**src/rtl/fwd_pkg.sv**
```systemverilog
// Shared types and constants for the forwarding / hazard controller.
// Holds the result-source encodings, the per-stage destination tag and the
// producer-match helper used by the top level.
package fwd_pkg;

  // Register-specifier width carried inside a stage tag.
  localparam int REG_W = 3;

  // Where the producing instruction's result comes from.
  localparam logic [1:0] WR_SRC_SPEC = 2'b00;
  localparam logic [1:0] WR_SRC_PC   = 2'b01;
  localparam logic [1:0] WR_SRC_MEM  = 2'b10;
  localparam logic [1:0] WR_SRC_ALU  = 2'b11;

  typedef struct packed {
    logic             valid;
    logic             wr_en;
    logic [REG_W-1:0] wr_reg;
    logic [1:0]       wr_src;
  } tag_t;

  // Empty slot: not valid, writes nothing.
  localparam tag_t BUBBLE = tag_t'('0);

  // A stage produces the value a source operand needs.
  function automatic logic tag_match(input tag_t t, input logic [REG_W-1:0] src,
                                     input logic used);
    return t.valid & t.wr_en & used & (t.wr_reg == src);
  endfunction

endpackage

```
**src/rtl/fwd_stage_reg.sv**
```systemverilog
// One pipeline tag register.
//   clk, rst   : clock, synchronous active-high reset (clears to BUBBLE)
//   i_en       : advance enable (low while memory stalls the pipe)
//   i_bubble   : load BUBBLE instead of i_d when advancing
//   i_d / o_q  : incoming tag / held tag
module fwd_stage_reg
  import fwd_pkg::*;
(
  input  logic clk,
  input  logic rst,
  input  logic i_en,
  input  logic i_bubble,
  input  tag_t i_d,
  output tag_t o_q
);

  tag_t r_q;

  always_ff @(posedge clk) begin
    if (rst) begin
      r_q <= BUBBLE;
    end else if (i_en) begin
      r_q <= i_bubble ? BUBBLE : i_d;
    end
  end

  assign o_q = r_q;

endmodule

```
**src/rtl/fwd_hazard_ctrl.sv**
```systemverilog
// Forwarding and load-use hazard controller for the 5-stage core.
// Tracks destination tags in EX, MEM and WB and produces registered operand
// forwarding selects for the execute stage plus a combinational decode stall.
//   clk, rst                  : clock, synchronous active-high reset
//   id_*                      : decode-stage instruction description
//   flush                     : taken branch/jump resolved in EX
//   mem_stall                 : freeze the whole pipeline
//   stall                     : hold PC and IF/ID, bubble into EX
//   forward_XX_A/B, _sel      : take operand from EX/MEM, source type
//   forward_XM_A/B, _sel      : take operand from MEM/WB, source type
module fwd_hazard_ctrl
  import fwd_pkg::*;
#(
  parameter int REG_BITS = REG_W  // must match the tag width in fwd_pkg
) (
  input  logic                clk,
  input  logic                rst,
  input  logic                id_valid,
  input  logic [REG_BITS-1:0] id_rs,
  input  logic [REG_BITS-1:0] id_rt,
  input  logic                id_rs_used,
  input  logic                id_rt_used,
  input  logic                id_wr_en,
  input  logic [REG_BITS-1:0] id_wr_reg,
  input  logic [1:0]          id_wr_src,
  input  logic                flush,
  input  logic                mem_stall,
  output logic                stall,
  output logic                forward_XX_A,
  output logic                forward_XX_B,
  output logic                forward_XM_A,
  output logic                forward_XM_B,
  output logic [1:0]          forward_XX_sel,
  output logic [1:0]          forward_XM_sel
);

  // Index 0 = EX, 1 = MEM, 2 = WB.
  tag_t w_stage_d [3];
  tag_t w_stage_q [3];
  tag_t w_id_tag;
  tag_t w_ex;
  tag_t w_mem;

  logic w_xx_a, w_xx_b, w_xm_a, w_xm_b;
  logic w_load_use, w_stall, w_accept;

  logic       r_fwd_xx_a, r_fwd_xx_b, r_fwd_xm_a, r_fwd_xm_b;
  logic [1:0] r_xx_sel, r_xm_sel;

  assign w_id_tag = '{valid: id_valid, wr_en: id_wr_en, wr_reg: id_wr_reg, wr_src: id_wr_src};
  assign w_ex     = w_stage_q[0];
  assign w_mem    = w_stage_q[1];

  // The younger (EX) producer wins; XM is only raised when XX is not.
  assign w_xx_a = id_valid & tag_match(w_ex, id_rs, id_rs_used);
  assign w_xx_b = id_valid & tag_match(w_ex, id_rt, id_rt_used);
  assign w_xm_a = id_valid & tag_match(w_mem, id_rs, id_rs_used) & ~w_xx_a;
  assign w_xm_b = id_valid & tag_match(w_mem, id_rt, id_rt_used) & ~w_xx_b;

  // Load data is not available on the EX/MEM path yet; wait one cycle for XM.
  assign w_load_use = (w_xx_a | w_xx_b) & (w_ex.wr_src == WR_SRC_MEM);
  assign w_stall    = w_load_use & ~flush;
  assign stall      = w_stall;

  // Decode instruction actually enters EX this cycle.
  assign w_accept = id_valid & ~w_stall & ~flush;

  generate
    for (genvar gi = 0; gi < 3; gi++) begin : g_stage
      if (gi == 0) begin : g_ex
        assign w_stage_d[gi] = w_id_tag;
      end else begin : g_later
        assign w_stage_d[gi] = w_stage_q[gi-1];
      end

      fwd_stage_reg u_stage (
        .clk      (clk),
        .rst      (rst),
        .i_en     (~mem_stall),
        .i_bubble ((gi == 0) ? ~w_accept : 1'b0),
        .i_d      (w_stage_d[gi]),
        .o_q      (w_stage_q[gi])
      );
    end
  endgenerate

  always_ff @(posedge clk) begin
    if (rst) begin
      r_fwd_xx_a <= 1'b0;
      r_fwd_xx_b <= 1'b0;
      r_fwd_xm_a <= 1'b0;
      r_fwd_xm_b <= 1'b0;
      r_xx_sel   <= WR_SRC_SPEC;
      r_xm_sel   <= WR_SRC_SPEC;
    end else if (!mem_stall) begin
      r_fwd_xx_a <= w_accept & w_xx_a;
      r_fwd_xx_b <= w_accept & w_xx_b;
      r_fwd_xm_a <= w_accept & w_xm_a;
      r_fwd_xm_b <= w_accept & w_xm_b;
      // Each sel bus comes from a single stage, so A and B can share it.
      r_xx_sel   <= (w_accept & (w_xx_a | w_xx_b)) ? w_ex.wr_src  : WR_SRC_SPEC;
      r_xm_sel   <= (w_accept & (w_xm_a | w_xm_b)) ? w_mem.wr_src : WR_SRC_SPEC;
    end
  end

  assign forward_XX_A   = r_fwd_xx_a;
  assign forward_XX_B   = r_fwd_xx_b;
  assign forward_XM_A   = r_fwd_xm_a;
  assign forward_XM_B   = r_fwd_xm_b;
  assign forward_XX_sel = r_xx_sel;
  assign forward_XM_sel = r_xm_sel;

  // The WB entry is kept for debug: it must always trail MEM by one advance.
  a_wb_follows_mem: assert property (@(posedge clk) disable iff (rst)
    !mem_stall |=> (w_stage_q[2] == $past(w_stage_q[1])));

endmodule
```
**config.mk**
```make
export PLATFORM = sky130hd
export DESIGN_NAME = fwd_hazard_ctrl
export DESIGN_NICKNAME = d
export VERILOG_FILES = /design/src/rtl/fwd_pkg.sv /design/src/rtl/fwd_stage_reg.sv /design/src/rtl/fwd_hazard_ctrl.sv
export SDC_FILE = /design/constraint.sdc
export NUM_CORES = 1
export LEC_CHECK = 0
export CAP_MARGIN = 10
export CORE_MARGIN = 3
export CORE_UTILIZATION = 39
export CTS_BUF_LIST = sky130_fd_sc_hd__clkbuf_8
export DETAILED_ROUTE_END_ITERATION = 8
export GPL_TIMING_DRIVEN = 0
export PLACE_DENSITY = 0.72
export SLEW_MARGIN = 20
export SYNTH_ARGS = -nofsm -noshare
export SYNTH_HDL_FRONTEND = slang
export SYNTH_SLANG_ARGS = --single-unit
```
**constraint.sdc**
```tcl
create_clock -name clk -period 2.2 [get_ports clk]
set_clock_uncertainty 0.2 [all_clocks]
set_input_delay 0.22 -clock clk [delete_from_list [all_inputs] [get_ports clk]]
set_output_delay 0.22 -clock clk [all_outputs]
set_load 0.01 [all_outputs]
```
==> key figures <==
Critical path
  • Worst setup path startpoint: id_rt[2]
  • Arr. time, crit path: 1.73 ns
  • Category of the worst setup path launch point: primary input
  • Reg-to-Reg Start: g_stage[0].u_stage.o_q[4]
  • Crit Path Max Fanout: 2
  • Crit end category: primary output
  • Class of the most critical setup path: in -> out
  • Required @ worst endpoint: 1.78 ns

Power
  • Clock power frac: 43.2%
  • IR Drop Worst-Case VDD: ~0.45 mV
  • Internal Pwr Total: 0.689 mW
  • Power density normalized to cell area: 613 nW/um^2
  • Leak: 0.565 nW
  • Sequential share of power: 47.5%
  • Combinational Power Share: 9.3%
  • Fraction of power spent switching nets: a little under 20%
  • Total net switching power: roughly 0.17 mW

Synthesis
  • Syn Area/Cell: 10.4 sq um
  • Instance count of the mapped netlist: 94
  • Part of the Yosys area used for sequential elements: 44.9%
  • Yosys warning total: 0
  • Portion of synthesized cell area occupied by the leading cell type: 44.9%
  • Synthesized flop and latch total: 22
  • Post-synth net total: 113
  • Count of cell types in the netlist: 25
  • Synth top area cells: sky130_fd_sc_hd__dfxtp_1 (45%), sky130_fd_sc_hd__xor2_1 (11%), sky130_fd_sc_hd__a22o_1 (8.0%)
  • Cell area after technology mapping: between 900 and 1000 sq um
  • Cell accounting for the most synthesized area: sky130_fd_sc_hd__dfxtp_1

Route
  • DRC viols: 0
  • TritonRoute pass-1 iters: 4
  • Post-route antenna net violation count: 0
  • Post-detailed-route via-to-cell ratio: 5.22
  • Total routed wirelength: 2270 microns
  • WL/cell: 14.4 microns
  • Vias: 820
  • Violation count after the first detailed-routing iteration: 13

GRT
  • Antenna violations before repair: 0
  • Aggregate global-route resource usage: 15.9%
  • Maximum number of pins on one net before global-route repair: 14
  • Wire length of the first global-routing pass: 3900 microns
  • Gr ovfl total: 0
  • Number of global-route vias before repair: ~840

Clocking
  • Clk Tree Root Cell: sky130_fd_sc_hd__clkbuf_8
  • Clock buffers created by TritonCTS: 3
  • Max Buffers Root-to-Sink: 2
  • CTS tree: yes
  • CTS sink count: 22
  • Number of H-tree branching levels: 1
  • CTS clk-pin slew, worst paths: 0.08 ns
  • Number of buffers inserted for hold repair after clock tree synthesis: 0
  • Worst-Skew Late Latency: 0.26 ns

STA
  • Highest clock rate: 465 MHz
  • Setup TNS Final: 0 ns
  • Worst rel slew slack: 66.7%
  • Final worst-path setup slack: between 0.05 and 0.06 ns
  • Hold violation total from the final report: 0
  • Final period demand of the worst path: 2.15 ns
  • Setup repair after global routing missed its margin: no
  • Ratio of final minimum period to clock period: 97.7%
  • Number of max-slew violations in the final report: 0
  • Final-report setup violation count: 0
  • Worst Tran Pin Value: 0.495 ns

Placement
  • Cell count after placement: 148
  • Final weighted congestion in routability-driven placement: between 0.8 and 0.9
  • DP HPWL: 1640 microns
  • Number of input and output port buffers inserted: 26
  • Dpl ws: -0.394 ns

Floorplan
  • Die span in y: 56.2 microns
  • Count of pins on the block boundary: 28
  • DIE AREA: 3150 sq um
  • Starting density of the core: ~43%
  • Row Count: 17
  • Width of the chip: 56.2 microns
  • Placeable core region: roughly 2300 sq um

Cells and area
  • Commonest non-fill, non-tap cell in the layout: sky130_fd_sc_hd__clkdlybuf4s50_1
  • Commonest cells after routing, fill and taps aside: sky130_fd_sc_hd__clkdlybuf4s50_1 (24), sky130_fd_sc_hd__dfxtp_1 (21), sky130_fd_sc_hd__xor2_1 (11)
  • Final Net Count: roughly 150
  • Ratio of cells with drive above 1 in the final layout: 16.3%
  • Antenna diode count: 0
  • Filler cell count in the final layout: between 200 and 250
  • Count of placed standard cells in the final layout, fillers left out: 157
  • Area added between synthesis and finish: 43.0%

Hold path
  • Hold Crit Start: rst
  • Class of the most critical hold timing path: in -> reg

Flow run
  • Number of max-capacitance violations reported: 0

Run status
  • Status: complete, no violations
[critical path, stage by stage]
cell,delay (ns)
sky130_fd_sc_hd__clkdlybuf4s50_1,0.45
sky130_fd_sc_hd__xor2_1,0.19
sky130_fd_sc_hd__nor4_4,0.34
sky130_fd_sc_hd__o21ai_2,0.12
sky130_fd_sc_hd__nor3_2,0.16
sky130_fd_sc_hd__clkdlybuf4s15_2,0.25
[power by group through the flow]
stage | Sequential, mW | Combinational (mW) | Clock [mW]
floorplan | 0.416 | 0.0369 | 0
global placement | 0.417 | 0.0785 | 0
detailed placement | 0.417 | 0.0791 | 0
CTS | 0.408 | 0.0800 | 0.380
global route | 0.409 | 0.0867 | 0.393
finish | 0.408 | 0.0802 | 0.371
[repair_timing]
item	4_1_cts	5_1_grt
gates cloned	0	0
setup endpoints to repair	1	1
setup buffers	4	1
gates resized for setup	3	4
pin swaps	3	2
[metrics by stage]
step | utilization [%] | area [sq um] | power [mW] | hold slack (ns)
global placement | 55.6 | 1280 | 0.495 | 0.234
finish | 61.1 | 1400 | 0.860 | 0.146
floorplan | - | 981 | 0.453 | 0.146
global route | 61.1 | 1400 | 0.889 | 0.177
CTS | 60.0 | 1380 | 0.867 | 0.149
detailed placement | 55.6 | 1280 | 0.496 | 0.253
[cells by family (layout without fill, tap and decap cells)]
group           after synthesis  after routing  synth area share (%)
xor+xnor                     12             12                  10.7
flops                        22             22                  44.9
buf+inv                       4             39                  2.42
compound gates               21             21                  17.0
simple gates                 28             28                  17.9
mux                           7              7                  7.14
[Yosys cell counts]
library cell and number:
sky130_fd_sc_hd__a21oi_1 2, sky130_fd_sc_hd__buf_6 1, sky130_fd_sc_hd__o21a_1 1, sky130_fd_sc_hd__nor4_4 2, sky130_fd_sc_hd__nand2_1 4, sky130_fd_sc_hd__o21ai_0 3
sky130_fd_sc_hd__or4_4 2, sky130_fd_sc_hd__nand2b_1 1, sky130_fd_sc_hd__nor3_1 2, sky130_fd_sc_hd__a22o_1 9, sky130_fd_sc_hd__nand4_1 2, sky130_fd_sc_hd__a32o_1 2
sky130_fd_sc_hd__a22o_2 1, sky130_fd_sc_hd__o21ai_2 1, sky130_fd_sc_hd__clkbuf_1 2, sky130_fd_sc_hd__dfxtp_1 22, sky130_fd_sc_hd__a31oi_1 1, sky130_fd_sc_hd__nand3_1 2
sky130_fd_sc_hd__nor2b_1 1, sky130_fd_sc_hd__xor2_1 12, sky130_fd_sc_hd__buf_2 1, sky130_fd_sc_hd__o211a_1 1, sky130_fd_sc_hd__mux2i_1 7, sky130_fd_sc_hd__nor2_1 10
sky130_fd_sc_hd__nor4_1 2
[layer usage]
metal  global-route usage, %  vias to the layer above  wire (microns)
met5                       0                        -               0
met3                    5.57                        8             135
met1                    18.2                      378             996
li1                        -                      412               -
met2                    25.9                       22            1080
met4                    8.14                        0              59
[final cells by class]
type	count	area, sq um	share of cell area, %
flip-flops and latches	22	442	31.5
plain buffers	4	23.8	1.69
well taps	28	35.0	2.50
multi-input cells	68	529	37.7
clock buffers	3	41.3	2.94
repair buffers	31	302	21.5
clock inverters	1	30.0	2.14
[path summary, 6_finish.rpt]
check,end,slack [ns],cells past startpoint
setup / recovery,stall,0.05,6
hold / removal,g_stage[1].u_stage.o_q[5],0.15,2
setup reg to reg,forward_XM_A,0.17,7
hold reg to reg,forward_XX_sel[0],0.26,2
[registers in the layout (all words and copies together), names as in the netlist]
register	flops
g_stage.u_stage.o_q	14
forward_XM_sel	2
forward_XX_sel	2
forward_XM_A	1
forward_XM_B	1
forward_XX_A	1
forward_XX_B	1
No activity file was read; power rests on OpenSTA's default activity.
